**config.mk**
```make
export PLATFORM = sky130hd
export DESIGN_NAME = train_accuracy_monitor_flat
export DESIGN_NICKNAME = d
export VERILOG_FILES = /design/src/rtl/train_accuracy_monitor_if.sv /design/src/rtl/train_accuracy_monitor.sv /design/src/flat_wrapper.sv
export SDC_FILE = /design/constraint.sdc
export NUM_CORES = 1
export LEC_CHECK = 0
export CAP_MARGIN = 20
export CORE_MARGIN = 3
export CORE_UTILIZATION = 59
export DETAILED_ROUTE_END_ITERATION = 10
export PLACE_DENSITY = 0.84
export SETUP_SLACK_MARGIN = 0.1
export SLEW_MARGIN = 20
export SYNTH_ARGS = -nofsm -noshare
export SYNTH_HDL_FRONTEND = slang
export SYNTH_SLANG_ARGS = --single-unit
```
**constraint.sdc**
```tcl
create_clock -name clk -period 5.3 [get_ports clk]
set_input_delay 1.325 -clock clk [delete_from_list [all_inputs] [get_ports clk]]
set_output_delay 1.325 -clock clk [all_outputs]
set_load 0.01 [all_outputs]
```
**src/rtl/train_accuracy_monitor_if.sv**
```systemverilog
// Output-stream bus for train_accuracy_monitor: activation/ideal-bit lanes in, case statistics out.
// Optional case_sqerr signal present only when SQERR_EN is defined.
interface train_accuracy_monitor_if #(
   parameter int width     = 32,
   parameter int p         = 1,
   parameter int win       = 100,
   parameter int tot_width = 24
);
   localparam int RW = $clog2(win + 1);

   logic                   case_start;
   logic                   valid;
   logic [p*width-1:0]     a_out;
   logic [p-1:0]           y_out;
   logic                   case_done;
   logic                   case_correct;
   logic [RW-1:0]          recent_correct;
   logic                   window_full;
   logic [tot_width-1:0]   total_cases;
   logic [tot_width-1:0]   total_errors;
`ifdef SQERR_EN
   logic [2*width-1:0]     case_sqerr;
`endif

   modport master (
      output case_start, valid, a_out, y_out,
      input
`ifdef SQERR_EN
      case_sqerr,
`endif
      case_done, case_correct, recent_correct, window_full, total_cases, total_errors
   );

   modport slave (
      input  case_start, valid, a_out, y_out,
      output
`ifdef SQERR_EN
      case_sqerr,
`endif
      case_done, case_correct, recent_correct, window_full, total_cases, total_errors
   );
endinterface

```
**src/rtl/train_accuracy_monitor.sv**
```systemverilog
// Per-case correct/incorrect classifier (threshold 0.5) with sliding-window and saturating totals.
// Define SQERR_EN to add the per-case sum-of-squared-error output case_sqerr.
module train_accuracy_monitor #(
   parameter int width     = 32,
   parameter int frac_bits = 21,
   parameter int n_out     = 16,
   parameter int p         = 1,
   parameter int win       = 100,
   parameter int tot_width = 24
) (
   input  logic                     clk,
   input  logic                     reset_n,
   train_accuracy_monitor_if.slave  bus
);
   localparam int NB = n_out / p;
   localparam int BW = (NB > 1) ? $clog2(NB) : 1;
   localparam int RW = $clog2(win + 1);
   localparam logic signed [width-1:0] HALF    = width'(1) << (frac_bits - 1);
   localparam logic [tot_width-1:0]    TOT_MAX = '1;

   logic [p-1:0]          w_lane_err;
   logic [BW-1:0]         r_beat, w_beat;
   logic                  r_case_err, w_err_base, w_beat_err, w_commit, w_new_correct;
   logic                  r_case_done, r_case_correct, r_full;
   logic [win-1:0]        r_window, w_window_next;
   logic                  w_oldest;
   logic [RW-1:0]         r_recent, r_commits;
   logic [tot_width-1:0]  r_total_cases, r_total_errors;

   for (genvar gi = 0; gi < p; gi++) begin : g_lane
      logic signed [width-1:0] w_a;
      assign w_a = bus.a_out[gi*width +: width];
      // Exactly-half is deliberately neither side of the threshold.
      assign w_lane_err[gi] = bus.y_out[gi] ? (w_a < HALF) : (w_a > HALF);
   end

   // case_start acts in its own cycle, so a coincident beat is beat 0 of the new case.
   assign w_beat        = bus.case_start ? '0 : r_beat;
   assign w_err_base    = ~bus.case_start & r_case_err;
   assign w_beat_err    = |w_lane_err;
   assign w_commit      = bus.valid && (w_beat == BW'(NB - 1));
   assign w_new_correct = ~(w_err_base | w_beat_err);
   assign w_oldest      = r_window[win-1];

   if (win > 1) begin : g_win_shift
      assign w_window_next = {r_window[win-2:0], w_new_correct};
   end else begin : g_win_single
      assign w_window_next = w_new_correct;
   end

   always_ff @(posedge clk or negedge reset_n) begin
      if (!reset_n) begin
         r_beat         <= '0;
         r_case_err     <= 1'b0;
         r_case_done    <= 1'b0;
         r_case_correct <= 1'b0;
         r_window       <= '0;
         r_recent       <= '0;
         r_commits      <= '0;
         r_full         <= 1'b0;
         r_total_cases  <= '0;
         r_total_errors <= '0;
      end else begin
         r_case_done <= w_commit;
         if (w_commit) begin
            r_beat         <= '0;
            r_case_err     <= 1'b0;
            r_case_correct <= w_new_correct;
            r_window       <= w_window_next;
            r_recent       <= r_recent + RW'(w_new_correct) - RW'(w_oldest);
            if (!r_full) begin
               r_commits <= r_commits + RW'(1);
               if (r_commits == RW'(win - 1))
                  r_full <= 1'b1;
            end
            if (r_total_cases != TOT_MAX)
               r_total_cases <= r_total_cases + tot_width'(1);
            if (!w_new_correct && (r_total_errors != TOT_MAX))
               r_total_errors <= r_total_errors + tot_width'(1);
         end else if (bus.valid) begin
            r_beat     <= w_beat + BW'(1);
            r_case_err <= w_err_base | w_beat_err;
         end else if (bus.case_start) begin
            r_beat     <= '0;
            r_case_err <= 1'b0;
         end
      end
   end

   assign bus.case_done      = r_case_done;
   assign bus.case_correct   = r_case_correct;
   assign bus.recent_correct = r_recent;
   assign bus.window_full    = r_full;
   assign bus.total_cases    = r_total_cases;
   assign bus.total_errors   = r_total_errors;

`ifdef SQERR_EN
   localparam int DW = width + 2;
   localparam int SW = 2 * DW + $clog2(p + 1) + 1;
   localparam logic signed [DW-1:0] ONE_Y = DW'(1) << frac_bits;

   logic [2*width-1:0] r_sq_acc, r_case_sqerr, w_sq_base, w_sq_next;
   logic [SW-1:0]      w_sq_chain [p+1];

   assign w_sq_base     = bus.case_start ? '0 : r_sq_acc;
   assign w_sq_chain[0] = {{(SW-2*width){1'b0}}, w_sq_base};

   for (genvar gi = 0; gi < p; gi++) begin : g_sq
      logic signed [DW-1:0]   w_diff;
      logic signed [2*DW-1:0] w_diff_x, w_sq;
      assign w_diff   = {{2{bus.a_out[gi*width+width-1]}}, bus.a_out[gi*width +: width]}
                        - (bus.y_out[gi] ? ONE_Y : '0);
      assign w_diff_x = {{DW{w_diff[DW-1]}}, w_diff};
      assign w_sq     = w_diff_x * w_diff_x;
      assign w_sq_chain[gi+1] = w_sq_chain[gi] + SW'($unsigned(w_sq));
   end

   assign w_sq_next = (|w_sq_chain[p][SW-1:2*width]) ? '1 : w_sq_chain[p][2*width-1:0];

   always_ff @(posedge clk or negedge reset_n) begin
      if (!reset_n) begin
         r_sq_acc     <= '0;
         r_case_sqerr <= '0;
      end else if (w_commit) begin
         r_case_sqerr <= w_sq_next;
         r_sq_acc     <= '0;
      end else if (bus.valid) begin
         r_sq_acc <= w_sq_next;
      end else if (bus.case_start) begin
         r_sq_acc <= '0;
      end
   end

   assign bus.case_sqerr = r_case_sqerr;
`endif
endmodule

```
**src/flat_wrapper.sv**
```systemverilog
// flat-port wrapper written by rule: the top's interface ports become plain ports
module train_accuracy_monitor_flat 
#(
   parameter int width     = 32,
   parameter int frac_bits = 21,
   parameter int n_out     = 16,
   parameter int p         = 1,
   parameter int win       = 100,
   parameter int tot_width = 24
)
  (clk, reset_n, bus_case_start, bus_valid, bus_a_out, bus_y_out, bus_case_done, bus_case_correct, bus_recent_correct, bus_window_full, bus_total_cases, bus_total_errors);
  train_accuracy_monitor_if #(.width(width), .p(p), .win(win), .tot_width(tot_width)) bus_i ();
  input  logic clk;
  input  logic reset_n;
  input wire logic [$bits(bus_i.case_start)-1:0] bus_case_start;
  input wire logic [$bits(bus_i.valid)-1:0] bus_valid;
  input wire logic [$bits(bus_i.a_out)-1:0] bus_a_out;
  input wire logic [$bits(bus_i.y_out)-1:0] bus_y_out;
  output wire logic [$bits(bus_i.case_done)-1:0] bus_case_done;
  output wire logic [$bits(bus_i.case_correct)-1:0] bus_case_correct;
  output wire logic [$bits(bus_i.recent_correct)-1:0] bus_recent_correct;
  output wire logic [$bits(bus_i.window_full)-1:0] bus_window_full;
  output wire logic [$bits(bus_i.total_cases)-1:0] bus_total_cases;
  output wire logic [$bits(bus_i.total_errors)-1:0] bus_total_errors;
  assign bus_i.case_start = bus_case_start;
  assign bus_i.valid = bus_valid;
  assign bus_i.a_out = bus_a_out;
  assign bus_i.y_out = bus_y_out;
  assign bus_case_done = bus_i.case_done;
  assign bus_case_correct = bus_i.case_correct;
  assign bus_recent_correct = bus_i.recent_correct;
  assign bus_window_full = bus_i.window_full;
  assign bus_total_cases = bus_i.total_cases;
  assign bus_total_errors = bus_i.total_errors;
  train_accuracy_monitor #(.width(width), .frac_bits(frac_bits), .n_out(n_out), .p(p), .win(win), .tot_width(tot_width)) u_core (.clk(clk), .reset_n(reset_n), .bus(bus_i));
endmodule
```
==> results.ini, run 1 <==
[die]
start_util_pct=60.8
rows=40
die-area_sq_um=13800
die_x_um=118
core_sq_um=12100
top_level_ports=95
die_h_um=118

[worst_setup_path]
r2r_cells=13
rrSetupSlack_ns=2.42
worstPathRequired_ns=5.58
cp_slowest_stage_delay_ns=0.46
reg2reg_to=u_core.bus.recent_correct[6]
worstPathArrival_ns=4.59
start_kind=primary input
crit_path_top_delay_cell=clkdlybuf4s50_1
cp_cell_sequence=clkdlybuf4s50_1, nor4_1, a31oi_1, a311oi_1, nand2_1, inv_1, ha_1, inv_1, fa_1, nor2b_1, o21a_1, o21a_1, o2111ai_1, nand4_1, o311ai_0
cp-end-kind=register
critPathKind=in2reg
crit_fanout=12
r2r_start=u_core.r_case_err

[drt]
first_iter_violations=476
drt_pass1_iterations=9
drt-total-wl_um=15700
drc=0
wire_per_inst_um=15.0
ant_nets=0
viasPerCell=5.40
vias=5620

[sta]
rsz0062_at_grt=false
finalHoldViolCount=0
fin_crit_ns=4.30
drv_slew=0
worst_slack_ns=0.995
slew_headroom_pct=42.2
finClkSkew_ns=0.00684
fin_crit_sh_pct=81.2
tns_ns=0
setup_viol=0
timing.fmax_mhz=232
worstMarginPinSlew_ns=0.867

[placement]
place_area_sq_um=8410
gp_congestion=0.823
post-dp-hpwl_um=10400
io_buffers=94
post-place-ws_ns=0.634

[outcome]
status=finished, final reports clean

[cts]
clkTransAtPathRegs_ns=0.06
post-cts-setup-buffers=0
clock_sinks=169
clockRootBuffer=clkbuf_16
cts_buffer_depth=2
ctsHoldBuffers=0
postCtsResizedCells=0
worstSkewPairLatency_ns=0.43
cts_inserted_buffers=17
cts_tree=done
cts_max_level=4

[hold_path]
hp-start=u_core.r_window[75]
hold_depth=2
hp-class=reg2reg
min_to=u_core.r_window[76]

[finish]
drive_above_1_share_pct=6.19
design_area_sq_um=8980
n_antenna_cell=0
fin_nets=909
utilization_pct=74.5
area_growth_pct=22.4

[global_routing]
grt_pass1_vias=5788
antenna_found_initial=0
grt_pass1_wl_um=27300
grt_usage_pct=24.0
grt_max_degree=99
grt_overflow_total=0

[logic_synthesis]
yosysTopAreaCellShare_pct=57.6
synth_cell_types=47
syn_inst=768
syn_area_sq_um=7340
synth_warnings=0
syn_avg_cell_area_sq_um=9.56
yosys_register_bits=169
ys_seq_area_share_pct=57.6
synth_largest_area_cell=dfrtp_1
async_reset_ff_share_pct=100
synth.most_common_cell=nand2_1
synth_edf_count=0
synthTopCellsByCount=325 x nand2_1, 169 x dfrtp_1, 31 x xnor2_1
synth.net_count=817
yosys-top-cells-area=dfrtp_1 58%, nand2_1 17%, xnor2_1 3.7%
synthFlopType=dfrtp_1

[flow_run]
cap_violations=0

[power]
p_leak_nw=4.52
powerDensity_nw_per_um2=285
ir_worst_vdd_v=0.000171

[metrics by stage]
step	hold slack [ns]	std cells	power, W
6_report	0.465	1041	0.00256
5_1_grt	0.477	1041	0.00264
2_1_floorplan	0.439	768	0.00134
3_3_place_gp	0.448	1009	0.00139
4_1_cts	0.468	1041	0.00258
3_5_place_dp	0.453	1009	0.00140
[worst max-delay path: cells and delay by family]
family / cells / cell delay, ns
simple gates: 4 / 0.94
fa+ha+maj: 2 / 0.61
compound gates: 6 / 1.02
buf+inv: 3 / 0.69
[registers in the layout, indices dropped and copies added, names as in the netlist]
register / cells
u_core.r_beat: 4
u_core.r_commits: 7
u_core.bus.recent_correct: 7
u_core.r_case_err: 1
u_core.bus.total_errors: 24
u_core.bus.window_full: 1
u_core.bus.case_done: 1
u_core.bus.total_cases: 24
u_core.r_window: 100
[per-layer routing]
metal	global-route usage (%)	wire length (um)	vias to the layer above	share of wire, %
li1	-	-	2687	-
met1	30.3	6550	2775	42
met2	40.5	8140	122	52
met3	5.96	631	36	4.0
met4	8.94	333	0	2.1
met5	0	0	-	0
[how the worst max path moves through the flow]
stage / start / end / slack [ns] / depth (start not counted)
floorplan: bus_a_out[29] / u_core.bus.recent_correct[6] / 1.41 / 15
global placement: bus_a_out[31] / u_core.bus.recent_correct[6] / 0.85 / 15
detailed placement: bus_a_out[31] / u_core.bus.recent_correct[6] / 0.63 / 15
CTS: bus_a_out[31] / u_core.bus.recent_correct[6] / 1.03 / 15
global route: bus_a_out[31] / u_core.bus.recent_correct[6] / 0.64 / 15
finish: bus_a_out[31] / u_core.bus.recent_correct[6] / 1.0 / 15
[power by group]
| group | total, W | switching [W] | internal [W] | leakage, nW |
|---|---|---|---|---|
| combinational | 0.0000782 | 0.0000455 | 0.0000327 | 1.92 |
| sequential | 0.00130 | 0.00000193 | 0.00129 | 2.33 |
| clock | 0.00119 | 0.000512 | 0.000674 | 0.273 |
| total | 0.00256 | 0.000560 | 0.00200 | 4.52 |
[logic make-up after synthesis]
kind of cell | synth area share [%]
fa+ha+maj | 2.15
buf+inv | 2.68
mux | 0.460
compound gates | 2.98
flops | 57.6
simple gates | 27.3
xor+xnor | 6.80
[cells in the final DEF (no fill, tap or decap), types with 6 or more instances in the layout]
cell / Yosys / routed
nor3_1: 14 / 14
nor2_1: 15 / 15
buf_4: 0 / 6
xnor2_1: 31 / 31
ha_1: 11 / 11
inv_1: 18 / 18
and3_1: 8 / 8
nand3_1: 20 / 20
xor2_1: 26 / 26
dfrtp_1: 169 / 169
clkdlybuf4s50_1: 0 / 93
clkbuf_16: 0 / 17
nor4_1: 10 / 10
nand4_1: 29 / 29
o21ai_0: 9 / 9
nand2_1: 325 / 325
[layout make-up]
| cell class | instances | area, sq um |
|---|---|---|
| clock buffer | 19 | 453 |
| clock inverter | 13 | 118 |
| fill | 844 | 3080 |
| inverter | 19 | 71.3 |
| multi-input combinational | 553 | 2910 |
| sequential | 169 | 4230 |
| tap | 168 | 210 |
| timing repair buffer | 100 | 987 |
(Power assumes the default switching activity.)
==> run 2, diff against run 1 <==
--- a/config.mk
+++ b/config.mk
@@ -7,9 +7,9 @@
 export LEC_CHECK = 0
 export CAP_MARGIN = 20
 export CORE_MARGIN = 3
-export CORE_UTILIZATION = 59
+export CORE_UTILIZATION = 50
 export DETAILED_ROUTE_END_ITERATION = 10
-export PLACE_DENSITY = 0.84
+export PLACE_DENSITY = 0.76
 export SETUP_SLACK_MARGIN = 0.1
 export SLEW_MARGIN = 20
 export SYNTH_ARGS = -nofsm -noshare
==> constraint.sdc (replaced) <==
create_clock -name clk -period 3.6 [get_ports clk]
set_input_delay 0.9 -clock clk [delete_from_list [all_inputs] [get_ports clk]]
set_output_delay 0.9 -clock clk [all_outputs]
set_load 0.01 [all_outputs]
==> run 2 against run 1 <==
Highest routed layer unchanged. Critical endpoint unchanged. Hold slack got worse by 0.0035 ns. Non-clock buffer count up 17. Largest power group unchanged. Setup slack got worse by 0.78 ns. Count of clock-buffer cells in the layout up 4. Power increased by 50%. Wire length down 5.8%.
==> results.ini, run 2 (same netlist as run 1, synthesis figures left out) <==
[hold_path]
hp-class=reg2reg

[worst_setup_path]
worstPathArrival_ns=3.67  ; -0.92 ns
critPathKind=in2reg
cp-end-kind=register
worstPathRequired_ns=3.89  ; -1.69 ns
crit_fanout=3  ; -9
start_kind=primary input

[placement]
post-dp-hpwl_um=9590  ; -7.4%
place_area_sq_um=8550  ; +1.7%
io_buffers=94  ; unchanged
gp_congestion=0.811  ; -1.4%

[flow_run]
cap_violations=0  ; unchanged

[global_routing]
grt_pass1_wl_um=25600  ; -6.3%
antenna_found_initial=0  ; unchanged
grt_usage_pct=19.3  ; -4.7 points
grt_overflow_total=0  ; unchanged
grt_max_degree=97  ; -2.0%
grt_pass1_vias=5551  ; -4.1%

[cts]
cts_tree=done
clkTransAtPathRegs_ns=0.06  ; about the same
worstSkewPairLatency_ns=0.42  ; about the same
cts_buffer_depth=2  ; unchanged
clock_sinks=169  ; unchanged
cts_max_level=4  ; unchanged
cts_inserted_buffers=17  ; unchanged
clockRootBuffer=clkbuf_16

[finish]
n_antenna_cell=0  ; unchanged
utilization_pct=65.4  ; -9.1 points
largest-register=u_core.r_window
design_area_sq_um=9210  ; +2.6%
drive_above_1_share_pct=8.44  ; +2.3 points
final_common_cell=nand2_1
fin_nets=926  ; +1.9%
layout_common_cells=325 x nand2_1, 169 x dfrtp_1, 91 x clkdlybuf4s50_1, 31 x xnor2_1, 29 x nand4_1
largest_reg_flops=100  ; unchanged
area_growth_pct=25.6

[die]
start_util_pct=52.1  ; -8.8 points
core_sq_um=14100  ; +17%
rows=43  ; +7.5%
top_level_ports=95  ; unchanged
die_h_um=127  ; +8.2%
die_x_um=127  ; +8.2%
die-area_sq_um=16200  ; +17%

[sta]
slew_headroom_pct=39.9  ; -2.3 points
worstMarginPinSlew_ns=0.902  ; +0.0342 ns
finClkSkew_ns=0.00652  ; -0.000321 ns
fin_crit_sh_pct=94.0
timing.fmax_mhz=296
rsz0062_at_grt=false
drv_slew=0  ; unchanged
finalHoldViolCount=0  ; unchanged
setup_viol=0  ; unchanged
fin_crit_ns=3.38
tns_ns=0  ; unchanged

[drt]
drt-total-wl_um=14700  ; -5.8%
drc=0  ; unchanged
first_iter_violations=436  ; -8.4%
wire_per_inst_um=13.8  ; -8.3%
vias=5489  ; -2.3%
viasPerCell=5.13  ; -4.9%
drt_pass1_iterations=5  ; -4
ant_nets=0  ; unchanged

[outcome]
status=finished, final reports clean

[power]
powerDensity_nw_per_um2=418  ; +47%
p_leak_nw=4.64  ; +2.6%
ir_worst_vdd_v=0.000376  ; +120%

run 2: changes by cell type in the layout (fill, tap and decap cells not counted), sizes merged:
cell / previous run / this run
inv: 22 / 18
bufinv: 1 / 3
clkinvlp: 4 / 1
dlymetal6s2s: 0 / 2
clkbuf: 19 / 23
buf: 7 / 24
clkdlybuf4s50: 93 / 91
run 2: worst max-delay path, stage by stage:
cell and delay (ns):
clkdlybuf4s50_1 0.41, nor4_2 0.30, and3_1 0.22, a311oi_2 0.10, nand2_1 0.11, inv_2 0.06, ha_4 0.16, inv_2 0.05
fa_2 0.20, nor2b_2 0.04, o21a_1 0.19, o21a_1 0.22, buf_4 0.15, or3_1 0.34, nand4_1 0.12, o311ai_2 0.10
run 2: stage by stage:
| step | std cells | power (W) | setup slack [ns] | hold slack, ns |
|---|---|---|---|---|
| detailed placement | 1034 | 0.00207 | -0.335 | 0.450 |
| CTS | 1065 | 0.00388 | 0.137 | 0.464 |
| global placement | 1034 | 0.00207 | -0.166 | 0.444 |
| floorplan | 768 | 0.00197 | 0.138 | 0.439 |
| finish | 1069 | 0.00385 | 0.217 | 0.462 |
| global route | 1069 | 0.00399 | 0.0827 | 0.487 |
run 2: cell type report:
type,count,area (sq um)
repair buffers,117,1140
clock buffers,23,458
multi-input cells,553,2960
clock inverters,8,121
inverters,19,72.6
well taps,180,225
fillers,1098,4880
flip-flops and latches,169,4230
run 2: repair_timing:
action / 4_1_cts / 5_1_grt
setup buffers: 0 / 4
hold buffers: 0 / 0
endpoints found under the setup margin: 0 / 1
resized for setup: 0 / 14
run 2: path summary, 6_finish.rpt:
check / from / end / slack, ns / depth (start not counted)
setup / recovery: bus_a_out[26] / u_core.bus.recent_correct[6] / 0.22 / 16
hold / removal: u_core.r_window[88] / u_core.r_window[89] / 0.46 / 2
setup reg to reg: u_core.bus.recent_correct[0] / u_core.bus.recent_correct[6] / 1.08 / 13
hold reg to reg: u_core.r_window[88] / u_core.r_window[89] / 0.46 / 2
max in group asynchronous: reset_n / u_core.bus.total_cases[19] / 2.30 / 2
min in group asynchronous: reset_n / u_core.r_window[48] / 0.50 / 1
run 2: layer usage:
layer / vias to the layer above / GRT usage, % / wire length, um
li1: 2724 / - / -
met3: 26 / 4.85 / 556
met1: 2632 / 25.3 / 6710
met5: - / 0 / 0
met2: 107 / 31.1 / 7180
met4: 0 / 7.82 / 300
run 2: report_power, final:
part | total [W] | internal (W) | switching [W]
logic | 0.000132 | 0.0000601 | 0.0000714
clock network | 0.00181 | 0.00110 | 0.000708
registers | 0.00191 | 0.00190 | 0.00000338
total | 0.00385 | 0.00307 | 0.000783
